File: src/rtl/fifo_skew_reader_if.sv
// Bus bundle between the skew reader, the per-row FIFO read ports and the PE west edge.
// master = reader side, slave = FIFO/PE/environment side.
interface fifo_skew_reader_if #(
  parameter int array_size = 9,
  parameter int data_size  = 8
);
  logic                            start;
  logic                            abort;
  logic [array_size-1:0]           fifo_empty;
  logic [data_size*array_size-1:0] fifo_data;
  logic [array_size-1:0]           r_en;
  logic [data_size*array_size-1:0] data_out;
  logic [array_size-1:0]           valid_out;
  logic                            busy;
  logic                            done;

  modport master (
    input  start, abort, fifo_empty, fifo_data,
    output r_en, data_out, valid_out, busy, done
  );

  modport slave (
    output start, abort, fifo_empty, fifo_data,
    input  r_en, data_out, valid_out, busy, done
  );
endinterface

File: src/rtl/fifo_skew_reader.sv
// Diagonal-skew read sequencer for the systolic-array row FIFOs; lane i lags lane 0 by i cycles.
// Optional macro FIFO_SKEW_ZERO_PAD_EN zeroes data_out lanes whose valid bit is low.
module fifo_skew_reader #(
  parameter int array_size = 9,
  parameter int data_size  = 8,
  parameter int row_len    = 9,
  parameter int step_w     = 5
) (
  input  logic                   clk,
  input  logic                   rst_n,
  fifo_skew_reader_if.master     skew_if
);

  localparam int                S_STEPS   = row_len + array_size - 1;
  localparam logic [step_w-1:0] LAST_STEP = step_w'(S_STEPS - 1);

  typedef enum logic [1:0] {
    ST_IDLE  = 2'd0,
    ST_RUN   = 2'd1,
    ST_DRAIN = 2'd2
  } state_e;

  state_e                          state_q, state_d;
  logic [step_w-1:0]               step_q, step_d;
  logic [array_size-1:0]           valid_q, valid_d;
  logic [data_size*array_size-1:0] data_q, data_d;
  logic [array_size-1:0]           active;
  logic [array_size-1:0]           r_en;
  logic                            run;
  logic                            stall;
  int                              step_int;

  // Lane window compared as int so i+row_len can never wrap the step width.
  always_comb begin
    active   = '0;
    step_int = int'(step_q);
    for (int i = 0; i < array_size; i++) begin
      active[i] = (step_int >= i) && (step_int < i + row_len);
    end
  end

  assign run   = (state_q == ST_RUN);
  assign stall = run && ((active & skew_if.fifo_empty) != '0);
  assign r_en  = (run && !stall) ? active : '0;

  always_comb begin
    state_d = state_q;
    step_d  = step_q;
    if (skew_if.abort) begin
      state_d = ST_IDLE;
      step_d  = '0;
    end else begin
      case (state_q)
        ST_IDLE: begin
          if (skew_if.start) begin
            state_d = ST_RUN;
            step_d  = '0;
          end else begin
            state_d = ST_IDLE;
          end
        end
        ST_RUN: begin
          if (!stall) begin
            step_d = step_q + step_w'(1'b1);
            if (step_q == LAST_STEP) begin
              state_d = ST_DRAIN;
            end else begin
              state_d = ST_RUN;
            end
          end else begin
            step_d = step_q;
          end
        end
        ST_DRAIN: state_d = ST_IDLE;
        default: begin
          state_d = ST_IDLE;
          step_d  = '0;
        end
      endcase
    end
  end

  // fifo_data is the head word at the r_en edge, so data lands in step with valid_out.
  always_comb begin
    valid_d = skew_if.abort ? '0 : r_en;
    data_d  = data_q;
    for (int i = 0; i < array_size; i++) begin
      if (valid_d[i]) begin
        data_d[i*data_size +: data_size] = skew_if.fifo_data[i*data_size +: data_size];
      end else begin
`ifdef FIFO_SKEW_ZERO_PAD_EN
        data_d[i*data_size +: data_size] = '0;
`else
        data_d[i*data_size +: data_size] = data_q[i*data_size +: data_size];
`endif
      end
    end
  end

  always_ff @(posedge clk or negedge rst_n) begin
    if (!rst_n) begin
      state_q <= ST_IDLE;
      step_q  <= '0;
      valid_q <= '0;
      data_q  <= '0;
    end else begin
      state_q <= state_d;
      step_q  <= step_d;
      valid_q <= valid_d;
      data_q  <= data_d;
    end
  end

  assign skew_if.r_en      = r_en;
  assign skew_if.valid_out = valid_q;
  assign skew_if.data_out  = data_q;
  assign skew_if.busy      = (state_q != ST_IDLE);
  assign skew_if.done      = (state_q == ST_DRAIN);

endmodule

File: src/flat_wrapper.sv
// flat-port wrapper written by rule: the top's interface ports become plain ports
module fifo_skew_reader_flat 
#(
  parameter int array_size = 9,
  parameter int data_size  = 8,
  parameter int row_len    = 9,
  parameter int step_w     = 5
)
  (clk, rst_n, skew_if_start, skew_if_abort, skew_if_fifo_empty, skew_if_fifo_data, skew_if_r_en, skew_if_data_out, skew_if_valid_out, skew_if_busy, skew_if_done);
  fifo_skew_reader_if #(.array_size(array_size), .data_size(data_size)) skew_if_i ();
  input  logic clk;
  input  logic rst_n;
  input wire logic [$bits(skew_if_i.start)-1:0] skew_if_start;
  input wire logic [$bits(skew_if_i.abort)-1:0] skew_if_abort;
  input wire logic [$bits(skew_if_i.fifo_empty)-1:0] skew_if_fifo_empty;
  input wire logic [$bits(skew_if_i.fifo_data)-1:0] skew_if_fifo_data;
  output wire logic [$bits(skew_if_i.r_en)-1:0] skew_if_r_en;
  output wire logic [$bits(skew_if_i.data_out)-1:0] skew_if_data_out;
  output wire logic [$bits(skew_if_i.valid_out)-1:0] skew_if_valid_out;
  output wire logic [$bits(skew_if_i.busy)-1:0] skew_if_busy;
  output wire logic [$bits(skew_if_i.done)-1:0] skew_if_done;
  assign skew_if_i.start = skew_if_start;
  assign skew_if_i.abort = skew_if_abort;
  assign skew_if_i.fifo_empty = skew_if_fifo_empty;
  assign skew_if_i.fifo_data = skew_if_fifo_data;
  assign skew_if_r_en = skew_if_i.r_en;
  assign skew_if_data_out = skew_if_i.data_out;
  assign skew_if_valid_out = skew_if_i.valid_out;
  assign skew_if_busy = skew_if_i.busy;
  assign skew_if_done = skew_if_i.done;
  fifo_skew_reader #(.array_size(array_size), .data_size(data_size), .row_len(row_len), .step_w(step_w)) u_core (.clk(clk), .rst_n(rst_n), .skew_if(skew_if_i));
endmodule
File: config.mk
export PLATFORM = sky130hd
export DESIGN_NAME = fifo_skew_reader_flat
export DESIGN_NICKNAME = d
export VERILOG_FILES = /design/src/rtl/fifo_skew_reader_if.sv /design/src/rtl/fifo_skew_reader.sv /design/src/flat_wrapper.sv
export SDC_FILE = /design/constraint.sdc
export NUM_CORES = 1
export LEC_CHECK = 0
export ABC_AREA = 1
export CAP_MARGIN = 15
export CORE_MARGIN = 10
export CORE_UTILIZATION = 40
export DETAILED_ROUTE_END_ITERATION = 6
export DONT_BUFFER_PORTS = 1
export REMOVE_ABC_BUFFERS = 1
export SYNTH_ARGS = -nofsm -noshare
export SYNTH_HDL_FRONTEND = slang
export SYNTH_SLANG_ARGS = --single-unit
File: constraint.sdc
create_clock -name clk -period 1.9 [get_ports clk]
set_input_delay 0.38 -clock clk [delete_from_list [all_inputs] [get_ports clk]]
set_output_delay 0.38 -clock clk [all_outputs]
set_load 0.01 [all_outputs]
## Yosys cells after proc, flatten, opt, wreduce, memory -nomap -nowiden

Index checks and enable logic that the tools add are counted.

- Logic and storage cells: 63
- Input port bits: 85
- Output and inout port bits: 92
- Register bits after elaboration: 88

- Bitwise gates (word level): 1
- Magnitude comparators: 17
- Reductions and logical operators: 15
- Muxes and demuxes: 11
- Add/subtract/negate cells: 1
- Equal/unequal tests: 6

Operators with widths:

| kind | count |
|---|---|
| $lt 5x4->1 const B | 7 |
| $ge 5x3->1 const B | 4 |
| $mux 9 | 2 |
| $mux 5 | 3 |
| $pmux 5 s3 | 1 |
| $ge 5x2->1 const B | 2 |
| $logic_and 1x1->1 | 10 |
| $lt 5x5->1 const B | 2 |
| $and 9x9->9 | 1 |
| $reduce_bool 9->1 | 1 |
| $mux 2 | 3 |
| $ne 3x3->1 const B | 2 |
| $add 5x1->5 const B | 1 |
| $eq 5x5->1 const B | 1 |
| $ge 5x1->1 const B | 1 |
| $ge 5x4->1 const B | 1 |
| $pmux 2 s2 | 1 |
| $reduce_and 3->1 | 1 |
| $eq 2x1->1 const B | 1 |
| $eq 2x2->1 const B | 1 |
| $logic_not 2->1 | 1 |
| $ne 2x2->1 const B | 1 |
| $reduce_bool 2->1 | 1 |
| $logic_not 1->1 | 1 |
| $mux 1 | 1 |

## Depth between registers and ports, before layout

Gate-level depths: netlist of run 1.

- Depth in word-level cells: 9
- Depth in mapped cells: 15
- Gate-level depth less buffers: 14

## Worst setup path before layout of run 1

No wires, ideal clock.

- Path kind: register to output
- Start: register u_core.step_q[1]
- End: output port skew_if_r_en[5]
- Slack: -0.264 ns
- Data arrival time: 1.784 ns
- Cell stages (with the launch flop): 14
- Path through: dfrtp_1 inv_2 ha_1 nor2_1 nand3_1 nand3_1 nand2_1 nor2_4 nand3_2 nor2_4 buf_6 buf_6 nand2_1 inv_1

- Word-level cells in the longest chain between the ends: 8
- Elaborated cells on any way between the ends: 31
- Classes of those cells: order compare: 17; mux: 1; bitwise: 1; reduce/logical: 12

Ends and longest elaborated chain:

| item | RTL line | source |
|---|---|---|
| start: declaration | fifo_skew_reader.sv:24 | `logic [step_w-1:0] step_q, step_d;` |
| start signal: assignment | fifo_skew_reader.sv:108 | `step_q <= step_d;` |
| $ge 5x1->1, or another cell as far along | fifo_skew_reader.sv:38 | `active[i] = (step_int >= i) && (step_int < i + row_len);` |
| $logic_and 1x1->1 | fifo_skew_reader.sv:38 |  |
| $and 9x9->9 | fifo_skew_reader.sv:43 | `assign stall = run && ((active & skew_if.fifo_empty) != '0);` |
| $reduce_bool 9->1 | fifo_skew_reader.sv:43 |  |
| $logic_and 1x1->1 | fifo_skew_reader.sv:43 |  |
| $logic_not 1->1 | fifo_skew_reader.sv:44 | `assign r_en = (run && !stall) ? active : '0;` |
| $logic_and 1x1->1 | fifo_skew_reader.sv:44 |  |
| $mux 9 * | fifo_skew_reader.sv:44 |  |
| end: declaration | flat_wrapper.sv:17 | `output wire logic [$bits(skew_if_i.r_en)-1:0] skew_if_r_en;` |

Every way passes the cells marked *; elsewhere a longest branch is shown, timed or not.

## Worst setup path after layout of run 1

- Start: register u_core.step_q[3]
- End: output port skew_if_r_en[2]

Same word-level chain as after synthesis.

==> flow_summary.rst, run 1 <==
.. list-table::
   :header-rows: 1

   * - Metric
     - Value
   * - Setup repair after global routing missed its margin
     - true
   * - Peak supply drop
     - 0.000414 V
   * - Class of the tightest hold or removal check
     - input port to asynchronous set/reset pin
   * - Number of vias after detailed routing
     - ~3,600
   * - Cell area after layout
     - 5250 µm²
   * - Number of violations of the max-capacitance limit
     - 0
   * - Worst Clk Skew
     - 0.00560 ns
   * - Buffers and inverters on the worst path
     - 3
   * - Clk Latency, worst-skew pair
     - between 0.3 and 0.4 ns
   * - Leak pwr
     - 2.74 nW
   * - Starting density of the core
     - 0.407
   * - Overflow left after global routing
     - 0
   * - Shortest clock period the worst path allows after layout
     - 2.50 ns
   * - Final WL
     - roughly 14,000 µm
   * - Global-route usage over all layers
     - 0.176
   * - Global-route wire length before repair
     - between 20,000 and 25,000 µm
   * - Final setup slack of the worst path
     - -0.600 ns
   * - Total placed instance area
     - 4690 µm²
   * - Endpoint required time on the critical path
     - roughly 1.5 ns
   * - DIE AREA
     - ~15,000 µm²
   * - Router iterations before antenna repair
     - 6
   * - Initial antenna violation count
     - 0
   * - Maximum clock path buffer count
     - 2
   * - Overall power of the completed layout
     - 4.40 mW
   * - Kind of cell adding the most delay to the critical path
     - simple AND/OR/NAND/NOR gates
   * - Mean instance size in the synthesized netlist
     - 8.73 µm²
   * - Distinct cell type count after synthesis
     - 26
   * - Cell with the biggest individual delay on the critical path
     - sky130_fd_sc_hd__dfrtp_2
   * - Area growth, synth to finish
     - 25.6%
   * - Critical path data arrival time
     - ~2.1 ns
   * - Clock sink count
     - a little under 90
   * - Post-detailed-route wirelength per cell
     - 20.1 µm
   * - Top-level port count
     - 177
   * - TritonCTS clock tree
     - done
   * - Setup crit start kind
     - flop
   * - Number of buffers inserted during clock tree synthesis
     - 9
   * - ANT nets after route
     - 0
   * - Fraction of layout cells with a size suffix above 1
     - 0.301
   * - Via count normalized by instance count
     - 5.35
   * - Number of DRC markers after the initial detailed-route iteration
     - 251
   * - Die Span X
     - 122 µm
   * - Gate count of the mapped netlist
     - 479
   * - Number of warnings reported in the yosys synthesis log
     - 0
   * - Transition time at the pin with the least slew margin
     - 0.522 ns
   * - Fraction of registers with async set/reset
     - 1.00
   * - Routability congestion estimate
     - 0.863
   * - Violations in the final reports
     - hold timing, setup timing
   * - Number of global-route vias before repair
     - 3,508
   * - Power density cells
     - 838 nW/µm²
   * - Stage delay of the slowest cell on the critical path
     - 0.49 ns
   * - Clock root buffer
     - sky130_fd_sc_hd__clkbuf_8
   * - Fin Hold WS
     - -0.306 ns
   * - Number of placement rows
     - 37
   * - Top cells by area, synth
     - sky130_fd_sc_hd__dfrtp_1 53%, sky130_fd_sc_hd__nand2_1 17%, sky130_fd_sc_hd__nand4_1 12%, sky130_fd_sc_hd__nand4_4 4.6%, sky130_fd_sc_hd__nor2_1 2.1%
   * - HPWL after detailed placement
     - 9880 µm
   * - Total DRC errors in the routed layout
     - 0
   * - Final setup violation count
     - 94
   * - Hold violation count in the final report
     - 88
   * - Maximum level of the CTS H-tree
     - 3
   * - Count of flip-flops with a built-in enable after synthesis
     - 0
   * - Normalized max-slew margin
     - 0.652
   * - Nets
     - 627
   * - Utilization of the core after routing
     - 0.511
   * - Pins Over Slew Limit
     - 0
   * - Number of standard cells in the layout, taps in and fillers out
     - between 600 and 700
   * - Register bit count reported by yosys
     - slightly below 90
   * - Place WS
     - -0.301 ns
   * - Type of destination of the critical path
     - primary output
   * - Die boundary height
     - ~120 µm
   * - Result of the run
     - finished, violations left
   * - Worst Path Max Fanout
     - 8
   * - Crit-path cells
     - buf_4 > nor2_2 > nand3_1 > nand3_1 > nand2_2 > nor2_4 > nand3_2 > nor2_4 > inv_4 > nor2_1 > buf_4
   * - Library cell occupying the most area in the post-synthesis netlist
     - sky130_fd_sc_hd__dfrtp_1
   * - Maximum clock rate
     - 400 MHz
   * - Final period utilization
     - 1.32
   * - Sequential element share of the synthesized area
     - 0.527
   * - Antenna cell count
     - 0
   * - Cell area after synthesis
     - 4180 µm²
   * - Ys flop type
     - sky130_fd_sc_hd__dfrtp_1
   * - Type of the worst setup path
     - flop to primary output
   * - Fraction of post-synthesis cell area in the top cell type by area
     - 0.527
   * - Clock slew at reported path FFs
     - 0.09 ns
   * - Number of instances in the placed design
     - around 650
   * - Maximum number of pins on one net before global-route repair
     - 89
   * - Number of buffer cells added on primary ports
     - 0
   * - Core region area
     - 10,300 µm²
layout make-up:
cell class	instances	area, µm²
Inverter	33	128
Timing Repair Buffer	68	599
Multi-Input combinational cell	339	1950
Tap cell	136	170
Clock buffer	9	124
Fill cell	962	5030
Clock inverter	7	70.1
Sequential cell	88	2210
worst paths after layout:
| kind | start | end | slack, ns | cells after the start |
|---|---|---|---|---|
| min reg2reg | u_core.state_q[0] | u_core.state_q[0] | 0.53 | 1 |
| min in group clk | skew_if_abort | u_core.state_q[0] | 0.14 | 1 |
| max in group asynchronous | rst_n | u_core.skew_if.valid_out[6] | 2.01 | 0 |
| max | u_core.step_q[3] | skew_if_r_en[2] | -0.60 | 11 |
| min | rst_n | u_core.skew_if.data_out[3] | -0.31 | 0 |
| max reg2reg | u_core.step_q[1] | u_core.skew_if.data_out[32] | -0.59 | 18 |
cells by family after synthesis:
| logic type | share of synthesized area |
|---|---|
| adders and majority gates | 0.00898 |
| AOI/OAI and AO/OA | 0.0126 |
| and+or+nand+nor | 0.390 |
| DFF | 0.527 |
| buffers and inverters | 0.0619 |
what timing repair did:
item	CTS	global route
setup endpoints to repair	96	97
setup buffers	11	1
endpoints found under the hold margin	88	88
gates resized for setup	33	27
pin swaps	4	3
cloned	6	0
power breakdown:
group          internal [mW]  switching [mW]
clock                  0.611           0.720
sequential              2.06           0.243
combinational          0.284           0.481
sequential cells by signal, indices dropped and copies added, names as in the netlist:
| signal | cells |
|---|---|
| u_core.skew_if.data_out | 72 |
| u_core.skew_if.valid_out | 9 |
| u_core.state_q | 2 |
| u_core.step_q | 5 |
synth_stat cells, types with 2 or more instances:
cell and n:
sky130_fd_sc_hd__a21oi_1 2, sky130_fd_sc_hd__buf_1 3, sky130_fd_sc_hd__buf_2 9, sky130_fd_sc_hd__buf_6 4
sky130_fd_sc_hd__clkbuf_1 9, sky130_fd_sc_hd__clkinv_1 6, sky130_fd_sc_hd__dfrtp_1 88, sky130_fd_sc_hd__ha_1 3
sky130_fd_sc_hd__inv_1 13, sky130_fd_sc_hd__inv_2 14, sky130_fd_sc_hd__nand2_1 186, sky130_fd_sc_hd__nand2_2 2
sky130_fd_sc_hd__nand3_1 14, sky130_fd_sc_hd__nand4_1 78, sky130_fd_sc_hd__nand4_4 9, sky130_fd_sc_hd__nor2_1 23
sky130_fd_sc_hd__nor2_2 3, sky130_fd_sc_hd__nor2_4 2, sky130_fd_sc_hd__o21ai_0 4
per-layer routing:
| metal | GRT usage | part of all wire | up-vias |
|---|---|---|---|
| li1 | - | - | 1749 |
| met5 | 0 | 0 | - |
| met4 | 0.0920 | 0.033 | 0 |
| met3 | 0.0505 | 0.076 | 26 |
| met1 | 0.207 | 0.39 | 1755 |
| met2 | 0.286 | 0.50 | 107 |
metrics by stage:
step	hold WS (ns)	TNS (ns)
after floorplan	0.0844	-114.49
after global placement	0.0869	-18.04
after detailed placement	0.0870	-20.56
after CTS	-0.326	-46.81
after global routing	-0.332	-60.51
final	-0.306	-49.03
cell usage in the layout (no fill, tap or decap), drive strengths merged:
cell type / synthesis / layout
a21oi: 2 / 2
and2: 1 / 1
buf: 16 / 68
bufinv: 0 / 1
clkbuf: 9 / 9
clkinv: 6 / 9
clkinvlp: 0 / 1
dfrtp: 88 / 88
ha: 3 / 3
inv: 27 / 29
nand2: 188 / 188
nand3: 15 / 15
nand4: 87 / 93
nor2: 29 / 29
o21ai: 6 / 6
o311ai: 1 / 1
or2: 1 / 1
Note: power is estimated with default switching activity, not from simulation.
==> inputs of run 2 (changes only) <==
PLACE_DENSITY = 0.56   (was not set)
TNS_END_PERCENT = 50   (was not set)
==> run 2 against run 1 <==
Compared with the run above:
- the run still ends with hold timing, setup timing left
- sequential share of layout area shrank 1.7 points
- first-iteration DRC count up 35%
- cell count up 0.29%
- register-to-register slack improved by 0.20 ns
- critical path depth grew 1
- global-route usage grew 0.052 points
- critical path type unchanged
==> flow_summary.rst, run 2 (same netlist as run 1, synthesis figures left out) <==
.. list-table::
   :header-rows: 1

   * - Metric
     - Value
   * - Global-route usage over all layers
     - 0.176 (about the same)
   * - Maximum clock rate
     - 391 MHz (was 400 MHz)
   * - Stage delay of the slowest cell on the critical path
     - 0.45 ns (was 0.49 ns)
   * - Leak pwr
     - 2.83 nW (was 2.74 nW)
   * - Worst Path Max Fanout
     - 7 (was 8)
   * - Critical path data arrival time
     - 2.18 ns (was 2.12 ns)
   * - Commonest non-fill, non-tap cells in the layout
     - 148 x sky130_fd_sc_hd__nand2_1, 83 x sky130_fd_sc_hd__dfrtp_1, 78 x sky130_fd_sc_hd__nand4_1, 54 x sky130_fd_sc_hd__buf_4, 33 x sky130_fd_sc_hd__nand2_2 (was 161 x sky130_fd_sc_hd__nand2_1, 83 x sky130_fd_sc_hd__dfrtp_1, 78 x sky130_fd_sc_hd__nand4_1, 56 x sky130_fd_sc_hd__buf_4, 25 x sky130_fd_sc_hd__nand2_2)
   * - Number of DRC markers after the initial detailed-route iteration
     - 338 (was 251)
   * - Fraction of layout cells with a size suffix above 1
     - 0.346 (was 0.301)
   * - Final setup slack of the worst path
     - -0.659 ns (was -0.600 ns)
   * - Final setup violation count
     - 96 (was 94)
   * - Number of global-route vias before repair
     - 3,680 (was 3,508)
   * - Core region area
     - 10,300 µm² (unchanged)
   * - Starting density of the core
     - 0.407 (unchanged)
   * - Number of vias after detailed routing
     - 3,742 (was 3,637)
   * - Pins Over Slew Limit
     - 0 (unchanged)
   * - ANT nets after route
     - 0 (unchanged)
   * - HPWL after detailed placement
     - 9490 µm (was 9880 µm)
   * - Power density cells
     - 816 nW/µm² (was 838 nW/µm²)
   * - Setup crit start kind
     - flop (unchanged)
   * - Via count normalized by instance count
     - 5.49 (was 5.35)
   * - Die Span X
     - 122 µm (unchanged)
   * - Cell with the biggest individual delay on the critical path
     - sky130_fd_sc_hd__dfrtp_2 (unchanged)
   * - Setup repair after global routing missed its margin
     - true (unchanged)
   * - Fin Hold WS
     - -0.291 ns (was -0.306 ns)
   * - Utilization of the core after routing
     - 0.533 (was 0.511)
   * - Maximum number of pins on one net before global-route repair
     - 89 (unchanged)
   * - Peak supply drop
     - 0.000447 V (was 0.000414 V)
   * - Clock sink count
     - 88 (unchanged)
   * - Leading cell type in the layout, fill and taps excluded
     - sky130_fd_sc_hd__nand2_1 (unchanged)
   * - Number of buffers inserted during clock tree synthesis
     - 9 (unchanged)
   * - Global-route wire length before repair
     - 20,700 µm (was 20,400 µm)
   * - Routability congestion estimate
     - 0.856 (was 0.863)
   * - DIE AREA
     - 14,900 µm² (unchanged)
   * - Transition time at the pin with the least slew margin
     - 0.500 ns (was 0.522 ns)
   * - Total placed instance area
     - 4650 µm² (was 4690 µm²)
   * - Normalized max-slew margin
     - 0.667 (was 0.652)
   * - Area used by sequential logic in the layout
     - 2210 µm² (unchanged)
   * - Final WL
     - 14,100 µm (was 13,600 µm)
   * - Result of the run
     - finished, violations left (unchanged)
   * - Multi-input gate area
     - 2090 µm² (was 1950 µm²)
   * - Max reg flops
     - 72 (unchanged)
   * - Worst Clk Skew
     - 0.0107 ns (was 0.00560 ns)
   * - Maximum level of the CTS H-tree
     - 3 (unchanged)
   * - Area growth, synth to finish
     - 31.0% (was 25.6%)
   * - Class of the tightest hold or removal check
     - input port to asynchronous set/reset pin (unchanged)
   * - Type of destination of the critical path
     - primary output (unchanged)
   * - Die boundary height
     - 122 µm (unchanged)
   * - Total DRC errors in the routed layout
     - 0 (unchanged)
   * - Antenna cell count
     - 0 (unchanged)
   * - FILL cells
     - 945 (was 962)
   * - Clock slew at reported path FFs
     - 0.08 ns (was 0.09 ns)
   * - Crit-path cells
     - inv_2 > ha_4 > nor2_2 > nand3_2 > nand3_2 > nand2_2 > nor2_4 > nand3_4 > nor2_4 > clkinv_4 > nor2_1 > buf_4 (was buf_4 > nor2_2 > nand3_1 > nand3_1 > nand2_2 > nor2_4 > nand3_2 > nor2_4 > inv_4 > nor2_1 > buf_4)
   * - Number of violations of the max-capacitance limit
     - 0 (unchanged)
   * - Overall power of the completed layout
     - 4.47 mW (was 4.40 mW)
   * - Maximum clock path buffer count
     - 2 (unchanged)
   * - Endpoint required time on the critical path
     - 1.52 ns (about the same)
   * - Violations in the final reports
     - hold timing, setup timing (unchanged)
   * - Hold violation count in the final report
     - 88 (unchanged)
   * - Overflow left after global routing
     - 0 (unchanged)
   * - Buffers and inverters on the worst path
     - 3 (unchanged)
   * - Final period utilization
     - 1.35 (was 1.32)
   * - Number of buffer cells added on primary ports
     - 0 (unchanged)
   * - Nets
     - 630 (was 627)
   * - Number of placement rows
     - 37 (unchanged)
   * - Router iterations before antenna repair
     - 4 (was 6)
   * - Kind of cell adding the most delay to the critical path
     - simple AND/OR/NAND/NOR gates (unchanged)
   * - Clk Latency, worst-skew pair
     - 0.36 ns (was 0.37 ns)
   * - Type of the worst setup path
     - flop to primary output (unchanged)
   * - Top-level port count
     - 177 (unchanged)
   * - Clock root buffer
     - sky130_fd_sc_hd__clkbuf_8 (unchanged)
   * - Cell area after layout
     - 5480 µm² (was 5250 µm²)
   * - TritonCTS clock tree
     - done (unchanged)
   * - Initial antenna violation count
     - 0 (unchanged)
   * - Shortest clock period the worst path allows after layout
     - 2.56 ns (was 2.50 ns)
   * - Post-detailed-route wirelength per cell
     - 20.7 µm (was 20.1 µm)
[run 2: cell types whose count changed in the layout (fill, tap and decap cells not counted), sizes merged]
| cell | previous run | this run |
|---|---|---|
| clkbuf | 9 | 13 |
| clkinv | 9 | 8 |
| buf | 68 | 70 |
| inv | 29 | 26 |
[run 2: where the power goes]
part	switching [mW]	total, mW	internal, mW
clock network	0.644	1.28	0.636
logic	0.523	0.877	0.353
registers	0.251	2.31	2.06
total	1.42	4.47	3.05
[run 2: through the flow]
stage,setup WS [ns],cells,TNS (ns),hold slack (ns)
after detailed placement,-0.274,639,-16.88,0.0866
after global routing,-0.785,682,-42.65,-0.314
final,-0.659,682,-30.53,-0.291
after global placement,-0.198,639,-11.06,0.0869
after CTS,-0.584,673,-20.21,-0.312
after floorplan,-1.59,454,-114.49,0.0844
[run 2: final cells by class]
class                   instances  area share
inverters                      33      0.0240
clock buffers                  12      0.0265
repair buffers                 71       0.126
clock inverters                 3     0.00777
flip-flops and latches         88       0.403
well taps                     136      0.0311
multi-input cells             339       0.381
[run 2: repair_timing]
| item | 4_1_cts | 5_1_grt |
|---|---|---|
| buffers inserted | 12 | 8 |
| gates resized for setup | 41 | 60 |
| gates cloned | 7 | 1 |
| setup endpoints to repair | 93 | 97 |
| hold endpoints to repair | 88 | 88 |
| pin swaps | 13 | 6 |
[run 2: final timing paths]
kind                              startpoint                     endpoint  slack (ns)  cells after the start
setup / recovery            u_core.step_q[1]              skew_if_r_en[7]       -0.66                     12
hold / removal                         rst_n   u_core.skew_if.data_out[2]       -0.29                      0
setup reg to reg            u_core.step_q[1]  u_core.skew_if.data_out[30]       -0.39                     16
hold reg to reg            u_core.state_q[0]            u_core.state_q[0]        0.53                      1
max in group asynchronous              rst_n            u_core.state_q[0]        2.00                      0
min in group clk               skew_if_abort            u_core.state_q[0]        0.15                      1
[run 2: metal layers]
metal,track usage,routed length (µm),share of wire
met1,0.213,5380,0.38
met2,0.291,7360,0.52
met4,0.0876,435,0.031
met3,0.0395,969,0.068
met5,0,0,0
